`src/rtl/boot_ctrl.sv`:
```
// ---------------------------------------------------------------------------
// boot_ctrl -- bootloader sequencer for the instruction memory.
//
// Parses a byte stream from the UART receiver: a little-endian 32-bit word
// count N, then N little-endian data words (and, when the checksum feature is
// compiled in, a 4-byte little-endian trailer holding the mod-2^32 sum of the
// data words). Each assembled word is written to the I-mem boot port.
// Instruction fetch stays frozen (bootloading=1) while the image is written.
//
// Optional feature macro: BOOT_CHKSUM_EN
//   defined   : CHK state and 32-bit running-sum adder present, trailer
//               mandatory, a mismatch sets boot_err.
//   undefined : no CHK state, no adder; boot_err only flags an oversize N.
//
// Parameters:
//   ADDRW        boot write address is ADDRW+1 bits; max image 2^(ADDRW+1) words
//
// Ports:
//   clk          global clock, all state updates on posedge
//   rst          asynchronous active-high reset
//   boot_start   request to (re)start a load; sampled in IDLE or DONE only
//   rx_data      received byte
//   rx_valid     one-cycle strobe qualifying rx_data
//   wdata_data   assembled word to I-mem (holds between writes)
//   wdata_addr   word index to I-mem (holds between writes)
//   we_boot      one-cycle write strobe, registered
//   bootloading  high while an image load is in progress
//   boot_done    level, load finished (success or error)
//   boot_err     level, valid together with boot_done
// ---------------------------------------------------------------------------
module boot_ctrl #(
  parameter int ADDRW = 11
) (
  input  logic             clk,
  input  logic             rst,
  input  logic             boot_start,
  input  logic [7:0]       rx_data,
  input  logic             rx_valid,
  output logic [31:0]      wdata_data,
  output logic [ADDRW:0]   wdata_addr,
  output logic             we_boot,
  output logic             bootloading,
  output logic             boot_done,
  output logic             boot_err
);

  localparam logic [2:0] S_IDLE = 3'd0;
  localparam logic [2:0] S_LEN  = 3'd1;
  localparam logic [2:0] S_DATA = 3'd2;
`ifdef BOOT_CHKSUM_EN
  localparam logic [2:0] S_CHK  = 3'd3;
  // State entered once all data words are in (or straight after N=0).
  localparam logic [2:0] S_AFTER = S_CHK;
`else
  localparam logic [2:0] S_AFTER = 3'd4;
`endif
  localparam logic [2:0] S_DONE = 3'd4;

  localparam logic [ADDRW+1:0] MAX_WORDS = {1'b1, {(ADDRW+1){1'b0}}};

  logic [2:0]       state;
  logic [1:0]       byte_cnt;
  logic [23:0]      shift_q;      // first three bytes of the current field
  logic [ADDRW+1:0] word_idx;     // one bit wider than the address so N=max fits
  logic [ADDRW+1:0] len_q;
  logic [31:0]      assembled;
  logic [ADDRW+1:0] word_idx_nxt;
  logic             active;
  logic             oversize;
  logic             start_ok;

`ifdef BOOT_CHKSUM_EN
  logic [31:0]      sum_q;
  assign active = (state == S_LEN) || (state == S_DATA) || (state == S_CHK);
`else
  assign active = (state == S_LEN) || (state == S_DATA);
`endif

  // The 4th byte completes the field: it lands in bits [31:24].
  assign assembled    = {rx_data, shift_q};
  assign word_idx_nxt = word_idx + 1'b1;
  assign oversize     = (|assembled[31:ADDRW+2]) || (assembled[ADDRW+1:0] > MAX_WORDS);
  assign start_ok     = boot_start && ((state == S_IDLE) || (state == S_DONE));

  // The last write pulse completes while fetch is still frozen, so the
  // pending we_boot extends bootloading and delays boot_done by that cycle.
  assign bootloading = active || we_boot;
  assign boot_done   = (state == S_DONE) && !we_boot;

  always_ff @(posedge clk or posedge rst) begin
    if (rst) begin
      state      <= S_IDLE;
      byte_cnt   <= 2'd0;
      word_idx   <= '0;
      len_q      <= '0;
      boot_err   <= 1'b0;
      we_boot    <= 1'b0;
      wdata_data <= 32'd0;
      wdata_addr <= '0;
    end else begin
      we_boot <= 1'b0;
      case (state)
        S_IDLE, S_DONE: begin
          if (boot_start) begin
            state    <= S_LEN;
            byte_cnt <= 2'd0;
            word_idx <= '0;
            boot_err <= 1'b0;
          end
        end
        S_LEN: begin
          if (rx_valid) begin
            byte_cnt <= byte_cnt + 2'd1;
            if (byte_cnt == 2'd3) begin
              len_q <= assembled[ADDRW+1:0];
              if (oversize) begin
                boot_err <= 1'b1;
                state    <= S_DONE;
              end else if (assembled == 32'd0) begin
                state <= S_AFTER;
              end else begin
                state <= S_DATA;
              end
            end
          end
        end
        S_DATA: begin
          if (rx_valid) begin
            byte_cnt <= byte_cnt + 2'd1;
            if (byte_cnt == 2'd3) begin
              wdata_data <= assembled;
              wdata_addr <= word_idx[ADDRW:0];
              we_boot    <= 1'b1;
              word_idx   <= word_idx_nxt;
              if (word_idx_nxt == len_q) state <= S_AFTER;
            end
          end
        end
`ifdef BOOT_CHKSUM_EN
        S_CHK: begin
          if (rx_valid) begin
            byte_cnt <= byte_cnt + 2'd1;
            if (byte_cnt == 2'd3) begin
              if (assembled != sum_q) boot_err <= 1'b1;
              state <= S_DONE;
            end
          end
        end
`endif
        default: state <= S_IDLE;
      endcase
    end
  end

  // Byte shift register and running sum: datapath only, no reset needed.
  always_ff @(posedge clk) begin
    if (rx_valid && active) shift_q <= {rx_data, shift_q[23:8]};
`ifdef BOOT_CHKSUM_EN
    if (start_ok)
      sum_q <= 32'd0;
    else if ((state == S_DATA) && rx_valid && (byte_cnt == 2'd3))
      sum_q <= sum_q + assembled;
`endif
  end

endmodule

```
`config.mk`:
```
export PLATFORM = sky130hd
export DESIGN_NAME = boot_ctrl
export DESIGN_NICKNAME = d
export VERILOG_FILES = /design/src/rtl/boot_ctrl.sv
export SDC_FILE = /design/constraint.sdc
export NUM_CORES = 1
export LEC_CHECK = 0
export ABC_AREA = 1
export BUFFER_PORTS_ARGS = -buffer_cell sky130_fd_sc_hd__buf_2
export CAP_MARGIN = 40
export CORE_MARGIN = 3
export CORE_UTILIZATION = 51
export DETAILED_ROUTE_END_ITERATION = 7
export GPL_TIMING_DRIVEN = 0
export PLACE_DENSITY = 0.81
export SLEW_MARGIN = 5
export SYNTH_ARGS = -nofsm -noshare
export SYNTH_HDL_FRONTEND = slang
export SYNTH_SLANG_ARGS = --single-unit
export TNS_END_PERCENT = 100
```
`constraint.sdc`:
```
create_clock -name clk -period 2.94 [get_ports clk]
set_input_delay 0.882 -clock clk [delete_from_list [all_inputs] [get_ports clk]]
set_output_delay 0.882 -clock clk [all_outputs]
set_load 0.05 [all_outputs]
```
# After elaboration in Yosys (flattened, before gate mapping)
# Index checks and enable logic that the tools add are counted.
# word_totals
register_bits	101
in_bits	12
out_inout_bits	48
wordCells	69
# classes
addsub	2
order_cmp	1
n_eq_ne	13
n_mux	24
n_reduce_logical	20
# op_table
op	n
$mux 13	3
$logic_not 32->1	1
$pmux 13 s2	1
$mux 3	8
$reduce_or 19->1	1
$add 13x1->13 const B	1
$eq 13x13->1	1
$gt 13x13->1 const B	1
$pmux 3 s3	1
$reduce_and 3->1	3
$ne 2x1->1 const B	4
$ne 2x2->1 const B	4
$mux 1	7
$reduce_and 6->1	1
$reduce_bool 2->1	3
$reduce_and 5->1	1
$mux 2	2
$pmux 2 s2	1
$reduce_and 4->1	1
$reduce_or 2->1	2
$eq 3x1->1 const B	1
$eq 3x2->1 const B	1
$eq 3x3->1 const B	1
$logic_not 3->1	1
6 further kinds	9

# Longest topological paths before layout
# Gate-level depths: netlist of run 1.
# logic_depth
depth_word	6
mapped_depth	15
depth_no_buf	15

# Least setup slack after synthesis of run 1
# Ideal clock, no wire load.
# synth_timing
path_kind	input to register
start	in rx_valid
end	reg byte_cnt[1]
setup_ns	0.121
arrival_ns	2.574
required_time_ns	2.819
setup_slack_ns	0.245
stages	6
n_path_buf	0
cell_sequence	inv_1 nor2_1 inv_1 a21oi_1 inv_1 a22o_1
# synth_between
elab_chain_cells	2
# synth_rtl
element	line	text
from (decl)	38	input logic rx_valid,
$ne 2x1->1 (no source line)	--	
$reduce_and 3->1 (no source line)	--	
to (signal assigned)	113	byte_cnt <= byte_cnt + 2'd1;
to (signal assigned)	129	byte_cnt <= byte_cnt + 2'd1;
to (decl)	62	logic [1:0] byte_cnt;
# No other way between the ends.
# A chain may end at the register's enable or synchronous reset.

# Final worst setup path of run 1
# layout_timing
start	reg state[2]
end	out bootloading
# layout_between
elab_chain_cells	3
word_cells_on_any_way	4
classes_between	2 x eq/ne; 2 x reduce/logical
# layout_rtl
element	line	text
from (decl)	61	logic [2:0] state;
from (signal assigned)	92	state <= S_IDLE;
from (signal assigned)	105	state <= S_LEN;
from (signal assigned)	118	state <= S_DONE;
$eq 3x1->1 / $eq 3x2->1 (equally long branches)	76	assign active = (state == S_LEN) || (state == S_DATA);
$logic_or 1x1->1 *	76	
$logic_or 1x1->1 *	87	assign bootloading = active || we_boot;
to (decl)	42	output logic bootloading,
# Every way passes the cells marked *; elsewhere a longest branch is shown, timed or not.

==> results of run 1 <==
## kinds of logic (layout without fill, tap and decap cells)
| family | Yosys count | after routing |
|---|---|---|
| XOR/XNOR | 5 | 5 |
| flip-flops | 101 | 101 |
| buffers and inverters | 75 | 152 |
| AO/OA/AOI/OAI | 71 | 71 |
| adder cells (fa/ha/maj) | 2 | 2 |
| AND/OR/NAND/NOR | 222 | 222 |
## state kept, by name, indices dropped and copies added, names as in the netlist
name,cells
len_q,13
byte_cnt,2
wdata_addr,12
state,3
boot_err,1
word_idx,13
wdata_data,32
shift_q,24
we_boot,1
## cell type report
cell class | instances | area [um^2] | share of cell area, %
inverters | 62 | 235 | 4.66
well taps | 105 | 131 | 2.60
repair buffers | 61 | 338 | 6.70
flip-flops and latches | 101 | 2650 | 52.5
clock buffers | 11 | 131 | 2.60
multi-input cells | 300 | 1440 | 28.5
clock inverters | 5 | 58.8 | 1.17
plain buffers | 13 | 62.6 | 1.24
## critical path: stages (launching register included)
cell and delay [ns]:
dfrtp_1 0.41, inv_1 0.10, nand3_1 0.19, nand2_1 0.09, or2_2 0.27, buf_2 0.21
## cell usage after synthesis, drive strengths merged, types with 3 or more instances
master and instances:
a21oi 5, buf 6, clkbuf 7, dfrtp 77, edfxtp 24, inv 62
nand2 147, nand3 28, nand4 5, nor2 27, nor3 6, nor4 3
o21ai 53, o22ai 9, or2 3
## metrics by stage
stage               cells  hold WS, ns  setup TNS (ns)  setup slack [ns]
floorplan             476        0.426               0            0.0913
global placement      640        0.433          -59.61            -0.761
detailed placement    642        0.434               0             0.644
CTS                   658        0.458               0             0.432
global route          658        0.462               0             0.362
finish                658        0.459               0             0.432
## layer usage
| layer | vias up | global-route usage, % | part of all wire [%] |
|---|---|---|---|
| met3 | 15 | 3.40 | 5.5 |
| met1 | 1678 | 27.8 | 43 |
| met5 | - | 0 | 0 |
| li1 | 1674 | - | - |
| met4 | 0 | 7.56 | 1.5 |
| met2 | 126 | 35.8 | 50 |
## power groups by stage
stage,logic (mW),registers (mW),clock network [mW]
floorplan,0.469,1.89,0
global placement,0.749,1.80,0
detailed placement,0.786,1.80,0
CTS,0.788,1.78,0.871
global route,0.874,1.80,0.929
finish,0.787,1.78,0.865
## layout by cell type, fill, tap and decap left out, drive strengths merged, types with 2 or more instances in the layout
cell	instances
or2	3
dfrtp	77
edfxtp	24
nand3b	2
nand4	5
xor2	2
nand2	147
o21ai	53
ha	2
nor3	6
a21oi	5
o22ai	9
nor4	3
inv	64
nand3	28
buf	67
nor2	27
clkbuf	18
## final timing paths
path | start | to | slack, ns | cells past startpoint
setup / recovery | state[2] | bootloading | 0.43 | 5
min in group asynchronous | rst | wdata_data[30] | 0.52 | 2
max in group asynchronous | rst | word_idx[7] | 1.86 | 3
hold / removal | shift_q[19] | shift_q[11] | 0.46 | 0
setup reg to reg | state[2] | byte_cnt[1] | 0.90 | 9
hold reg to reg | shift_q[19] | shift_q[11] | 0.46 | 0
==> results_dict.tcl, run 1 <==
set metrics [dict create \
    synth_top_cell_area_share_pct 44.0 \
    hold_viol 0 \
    synthArstFlopShare_pct 76.2 \
    hpwl_um 7340 \
    port_buffers 59 \
    finalCriticalPeriod_ns 2.51 \
    power.share.combinational_pct 22.9 \
    synth_top_family_by_area "simple AND/OR/NAND/NOR gates" \
    skew_ns 0.00736 \
    initial_utilization_pct 53.0 \
    track_usage_pct 21.2 \
    num_vias 3493 \
    critPathMaxFanout 6 \
    hold_class "reg2reg" \
    max-vdd-ir-drop_uv 349 \
    crit_path_end_kind "output pin" \
    grt_pass1_wl_um 16400 \
    n_fill_cell 731 \
    synth-simple-area-share_pct 21.9 \
    crit_required_ns 2.06 \
    synthXorXnorAreaFrac_pct 1.66 \
    clk_pin_slew_ns 0.09 \
    synth_compound_area_share_pct 8.63 \
    power_density_nw_per_um2 681 \
    maxCapViolations 0 \
    critPathKind "reg2out" \
    antennaDiodeCount 0 \
    arrival_ns 1.63 \
    die_w_um 98.7 \
    ant_nets 0 \
    total_power_mw 3.44 \
    max_freq_mhz 399 \
    overflow 0 \
    drtPass1Iterations 5 \
    nNetsFinal 562 \
    p_sw_mw 1.14 \
    ys_ff_latch 101 \
    totalWireLength_um 9770 \
    clock_latency_ns 0.35 \
    start_kind "flop" \
    yosysSeqAreaShare_pct 60.5 \
    core-area_um2 8260 \
    synthDominantAreaCellType "dfrtp_1" \
    drt_iter0_markers 279 \
    synth_mux_area_share_pct 0 \
    fin_area_um2 5040 \
    cts_root_buffer "clkbuf_8" \
    avgSynthCellArea_um2 9.20 \
    power_frac_seq_pct 51.9 \
    pin_count 60 \
    dpl_cell_area_um2 4850 \
    yosysWarnings 0 \
    dieArea_um2 9730 \
    ctsHoldBuffers 0 \
    h-tree-depth 3 \
    synthTopCellsByArea "dfrtp_1 44%, edfxtp_1 16%, nand2_1 12%" \
    clockBufferDepth 2 \
    drt-wirelength-per-cell_um 14.8 \
    cts_resized 0 \
    maxSlewHeadroom_pct 58.6 \
    rsz0062_at_grt "no" \
    synth_area_um2 4380 \
    post-route-drc-count 0 \
    area_delta_synth_final_pct 15.2 \
    viasPerCell 5.31 \
    yosys.cell_types.count 33 \
    status "finished, final reports clean" \
    synth_flop_cell "dfrtp_1" \
    swShare_pct 33.3 \
    grt_start_max_net_pins 49 \
    antenna_found_initial 0 \
    final_core_util_pct 61.1 \
    p_int_mw 2.29 \
    power.share.clock_pct 25.2 \
    worst-slew-pin-transition_ns 0.621 \
    postCtsSetupRepairBufs 0 \
    setup_viol 0 \
    syn_nets 490 \
    grt_pass1_vias 3500 \
    layout-drive-gt1-share_pct 17.2 \
    synth_edf_count 24 \
    die_h_um 98.7 \
    rows 33 \
    numCtsBuffers 9 \
    place.gp.congestion 0.954 \
    cts_tree "built" \
    period_share_pct 85.3 \
    cts.sinks 101 \
    synth_fa_ha_area_share_pct 0.571 \
    p_leak_nw 2.48 \
    slew_viol_final 0 \
    synthCells 476 \
]
Power figures use the tool's default switching activity.
==> run 2: changes to the inputs <==
--- a/config.mk
+++ b/config.mk
@@ -12,7 +12,7 @@
 export CORE_UTILIZATION = 51
 export DETAILED_ROUTE_END_ITERATION = 7
 export GPL_TIMING_DRIVEN = 0
-export PLACE_DENSITY = 0.81
+export PLACE_DENSITY = 0.75
 export SLEW_MARGIN = 5
 export SYNTH_ARGS = -nofsm -noshare
 export SYNTH_HDL_FRONTEND = slang
==> run 2 against run 1 <==
  * Sequential share of layout area up 0.17 points
  * Core utilization down 0.20 points
  * First-iteration DRC count down 16%
  * Setup slack better by 0.024 ns
  * Maximum frequency up 0.95%
  * Critical path depth unchanged
  * Hold slack worse by 0.0014 ns
==> results_dict.tcl, run 2 (same netlist as run 1, synthesis figures left out) <==
set metrics [dict create \
    status "finished, final reports clean" \
    wl_met3_um 494 \
    largest_reg_flops 32 \
    crit_buf_inv 2 \
    area_delta_synth_final_pct 14.8 \
    h-tree-depth 3 \
    timing.final.ws_setup_ns 0.456 \
    antennaDiodeCount 0 \
    drt-wirelength-per-cell_um 15.1 \
    skew_ns 0.0109 \
    ant_nets 0 \
    max-vdd-ir-drop_uv 332 \
    crit_path_end_kind "output pin" \
    die_w_um 98.7 \
    cp_top_family "simple AND/OR/NAND/NOR gates" \
    critPathKind "reg2out" \
    num_vias 3407 \
    clock_latency_ns 0.36 \
    drt_iter0_markers 235 \
    p_leak_nw 2.48 \
    clk_pin_slew_ns 0.10 \
    layout-drive-gt1-share_pct 17.4 \
    maxSlewHeadroom_pct 48.0 \
    top_regs "wdata_data: 32 flops, shift_q: 24 flops" \
    cts_root_buffer "clkbuf_8" \
    rows 33 \
    initial_utilization_pct 53.0 \
    cts_resized 0 \
    hold_viol 0 \
    antenna_found_initial 0 \
    drtPass1Iterations 5 \
    post-route-drc-count 0 \
    grt_pass1_wl_um 16200 \
    core-area_um2 8260 \
    die_h_um 98.7 \
    port_buffers 59 \
    max_freq_mhz 403 \
    place.gp.congestion 0.909 \
    regMostFlops "wdata_data" \
    wl_met1_um 4170 \
    arrival_ns 1.60 \
    worst-slew-pin-transition_ns 0.780 \
    multi_input_area_um2 1440 \
    viasPerCell 5.18 \
    critPathMaxFanout 6 \
    cts.sinks 101 \
    maxCapViolations 0 \
    rsz0062_at_grt "no" \
    start_kind "flop" \
    pin_count 60 \
    slew_viol_final 0 \
    top_layer "met4" \
    pre_cts_slack_ns 0.572 \
    cp_cell_sequence "inv_1, nand3_1, nand2_1, or2_2, buf_2" \
    overflow 0 \
    wl_met2_um 5080 \
    totalWireLength_um 9930 \
    clockBufferDepth 2 \
    track_usage_pct 21.0 \
    crit_slowest_cell "dfrtp_1" \
    grt_start_max_net_pins 58 \
    seq_area_um2 2650 \
    setup_viol 0 \
    power_density_nw_per_um2 673 \
    n_fill_cell 723 \
    nNetsFinal 562 \
    cp_slowest_stage_delay_ns 0.41 \
    crit_required_ns 2.06 \
    numCtsBuffers 9 \
    reg2reg_slack_ns 0.84 \
    period_share_pct 84.5 \
    hpwl_um 7520 \
    dieArea_um2 9730 \
    ctsHoldBuffers 0 \
    grt_pass1_vias 3356 \
    final_core_util_pct 60.9 \
    hold_class "in2async" \
    final_cell_mix "145 x nand2_1, 77 x dfrtp_1, 64 x buf_2" \
    final_common_cell "nand2_1" \
    postCtsSetupRepairBufs 0 \
    cts_tree "built" \
    finalCriticalPeriod_ns 2.48 \
]
==> run 2: metrics by stage <==
step | cell area [um^2] | power, mW | std cells | hold WS (ns) | setup TNS (ns)
floorplan | 4380 | 2.36 | 476 | 0.426 | 0
global placement | 4810 | 2.56 | 640 | 0.431 | -66.62
detailed placement | 4850 | 2.61 | 642 | 0.435 | 0
CTS | 5030 | 3.40 | 658 | 0.458 | 0
global route | 5030 | 3.57 | 658 | 0.465 | 0
finish | 5030 | 3.39 | 658 | 0.458 | 0
==> run 2: power by group <==
part | switching (mW) | internal, mW
Clock | 0.485 | 0.317
Combinational | 0.556 | 0.244
Sequential | 0.132 | 1.65
Total | 1.17 | 2.21
==> run 2: cell type report <==
cell class / count / area share [%]
repair buffers: 61 / 6.72
well taps: 105 / 2.61
flip-flops and latches: 101 / 52.7
clock inverters: 6 / 0.921
multi-input cells: 300 / 28.6
inverters: 62 / 4.68
plain buffers: 13 / 1.24
clock buffers: 10 / 2.54
==> run 2: worst register-to-register path, cell delays in order, from the launching register on <==
cell     delay (ns)
dfrtp_1        0.43
nor3_2         0.23
inv_1          0.09
nand2_1        0.08
inv_1          0.05
nor2_2         0.59
inv_1          0.14
a21oi_1        0.16
inv_1          0.06
a22o_1         0.17
==> run 2: metal layers <==
layer  track usage, %  up-vias
met1             26.1     1611
met4             6.93        0
met2             36.8      100
li1                 -     1681
met5                0        -
met3             4.25       15
==> run 2: path summary, 6_finish.rpt <==
| check | startpoint | end | depth (start not counted) |
|---|---|---|---|
| max | state[2] | bootloading | 5 |
| min | rst | wdata_data[30] | 2 |
| max reg2reg | state[0] | byte_cnt[1] | 9 |
| min reg2reg | shift_q[19] | shift_q[11] | 0 |
| max in group asynchronous | rst | wdata_addr[10] | 3 |
| min in group clk | shift_q[19] | shift_q[11] | 0 |
==> run 3: changes to the inputs <==
==> constraint.sdc (replaced) <==
create_clock -name clk -period 2 [get_ports clk]
set_input_delay 0.6 -clock clk [delete_from_list [all_inputs] [get_ports clk]]
set_output_delay 0.6 -clock clk [all_outputs]
set_load 0.05 [all_outputs]
==> run 3 against run 2 <==
  * The run now ends with negative setup slack left
  * Sequential cell count unchanged
  * Global-route usage increased by 1.1 points
  * Hold slack worse by 0.20 ns
  * Clock skew shrank 0.0017 ns
  * Sequential power increased by 48%
  * Power rose by 51%
  * Setup slack got worse by 0.49 ns
  * Register-to-register slack got worse by 0.74 ns
  * Routed wire length up 2.5%
  * Clock power grew 53%
  * Largest cell class unchanged
  * Largest power group unchanged
==> results_dict.tcl, run 3 (same netlist as run 1, synthesis figures left out) <==
set metrics [dict create \
    critPathKind "reg2out" \
    critical_path.startpoint "state[2]" \
    swShare_pct 34.2 \
    final_common_cell "nand2_1" \
    drt-wirelength-per-cell_um 15.3 \
    reg2reg_slack_ns 0.10 \
    r2r_cells 10 \
    core-area_um2 8260 \
    cts_root_buffer "clkbuf_8" \
    hold_slack_ns 0.255 \
    power.share.combinational_pct 24.4 \
    power_frac_seq_pct 51.5 \
    dieArea_um2 9730 \
    p_sw_mw 1.75 \
    area_delta_synth_final_pct 17.5 \
    grt_start_max_net_pins 35 \
    timing.final.ws_setup_ns -0.0334 \
    layout-drive-gt1-share_pct 20.4 \
    die_h_um 98.7 \
    skew_ns 0.00914 \
    period_share_pct 102 \
    maxSlewHeadroom_pct 53.3 \
    viasPerCell 5.35 \
    final_cell_mix "144 x nand2_1, 76 x dfrtp_1, 62 x buf_2" \
    rows 33 \
    track_usage_pct 22.1 \
    die_w_um 98.7 \
    crit_end "bootloading" \
    n_fill_cell 697 \
    antenna_found_initial 0 \
    cts_tree "built" \
    p_leak_nw 2.51 \
    dpl_cell_area_um2 4860 \
    start_kind "flop" \
    overflow 0 \
    status "finished with violations" \
    crit_path_end_kind "output pin" \
    drtPass1Iterations 5 \
    maxCapViolations 0 \
    nNetsFinal 567 \
    drt_iter0_markers 212 \
    num_vias 3547 \
    h-tree-depth 3 \
    total_power_mw 5.12 \
    power_density_nw_per_um2 994 \
    grt_pass1_wl_um 17100 \
    place.gp.congestion 0.879 \
    reg2reg_to "wdata_addr[1]" \
    port_buffers 59 \
    grt_pass1_vias 3505 \
    critPathMaxFanout 6 \
    antennaDiodeCount 0 \
    violations "negative setup slack" \
    numCtsBuffers 9 \
    clockBufferDepth 2 \
    setup_viol 2 \
    ant_nets 0 \
    cts.sinks 101 \
    clk_pin_slew_ns 0.10 \
    worstReg2RegStart "state[1]" \
    worst-slew-pin-transition_ns 0.700 \
    arrival_ns 1.43 \
    max-vdd-ir-drop_uv 552 \
    top_regs "wdata_data: 32 flops, shift_q: 24 flops" \
    p_int_mw 3.36 \
    multi_input_area_um2 1500 \
    regMostFlops "wdata_data" \
    pin_count 60 \
    clock_latency_ns 0.35 \
    initial_utilization_pct 53.0 \
    largest_reg_flops 32 \
    slew_viol_final 0 \
    hold_class "in2async" \
    fin_area_um2 5140 \
    rsz0062_at_grt "yes" \
    hpwl_um 7510 \
    max_freq_mhz 492 \
    hold_viol 0 \
    totalWireLength_um 10200 \
    power.share.clock_pct 24.1 \
    seq_area_um2 2650 \
    post-route-drc-count 0 \
    crit_required_ns 1.40 \
    finalCriticalPeriod_ns 2.03 \
]
-- run 3: cell types whose count changed in the layout (fill, tap and decap cells not counted), sizes merged --
cell | before | now
buf | 67 | 71
nor2 | 27 | 28
inv | 65 | 62
clkbuf | 17 | 19
clkinvlp | 1 | 4
clkinv | 2 | 0
-- run 3: power groups by stage --
stage / clock network [mW] / registers, mW / logic, mW
after floorplan: 0 / 2.78 / 0.705
after global placement: 0 / 2.64 / 1.12
after detailed placement: 0 / 2.66 / 1.16
after CTS: 1.25 / 2.62 / 1.23
after global routing: 1.34 / 2.67 / 1.38
final: 1.23 / 2.63 / 1.25
-- run 3: area by class of cell --
cell class | count | share of cell area (%)
plain buffers | 13 | 1.22
clock buffers | 12 | 3.04
clock inverters | 4 | 0.608
inverters | 62 | 4.60
multi-input cells | 301 | 29.2
flip-flops and latches | 101 | 51.5
well taps | 105 | 2.55
repair buffers | 65 | 7.34
-- run 3: worst min path at each step --
stage / to / slack (ns) / cells past startpoint
after global routing: wdata_data[19] / 0.28 / 2
after floorplan: shift_q[10] / 0.43 / 0
final: wdata_data[19] / 0.26 / 2
after CTS: wdata_data[19] / 0.26 / 2
after detailed placement: shift_q[12] / 0.43 / 0
after global placement: shift_q[6] / 0.43 / 0
-- run 3: layer usage --
layer	global-route usage [%]	part of all wire, %	up-vias
met3	4.88	5.0	30
met1	28.4	43	1705
met5	0	0	-
li1	-	-	1693
met4	8.72	3.1	0
met2	36.6	49	119
-- run 3: worst max-delay path, cell delays in order (launching register included) --
cell and delay [ns]:
dfrtp_2 0.42, inv_1 0.10, nand3_2 0.12, nand2_2 0.07, or2_4 0.23, buf_8 0.15
-- run 3: what timing repair did --
action | CTS | global route
pin swaps | 2 | 7
hold buffers | 0 | 0
buffers inserted | 0 | 4
cloned | 1 | 0
resized for setup | 7 | 13
setup endpoints to repair | 4 | 18
-- run 3: metrics by stage --
step                utilization, %  TNS, ns  cells  setup WS (ns)
floorplan                        -        0    476         0.0959
global placement              58.4    -2.20    640        -0.0623
detailed placement            58.9   -0.200    642         -0.105
CTS                           61.5  -0.0714    659        -0.0714
global route                  62.3   -0.377    663         -0.131
finish                        62.3  -0.0463    663        -0.0334
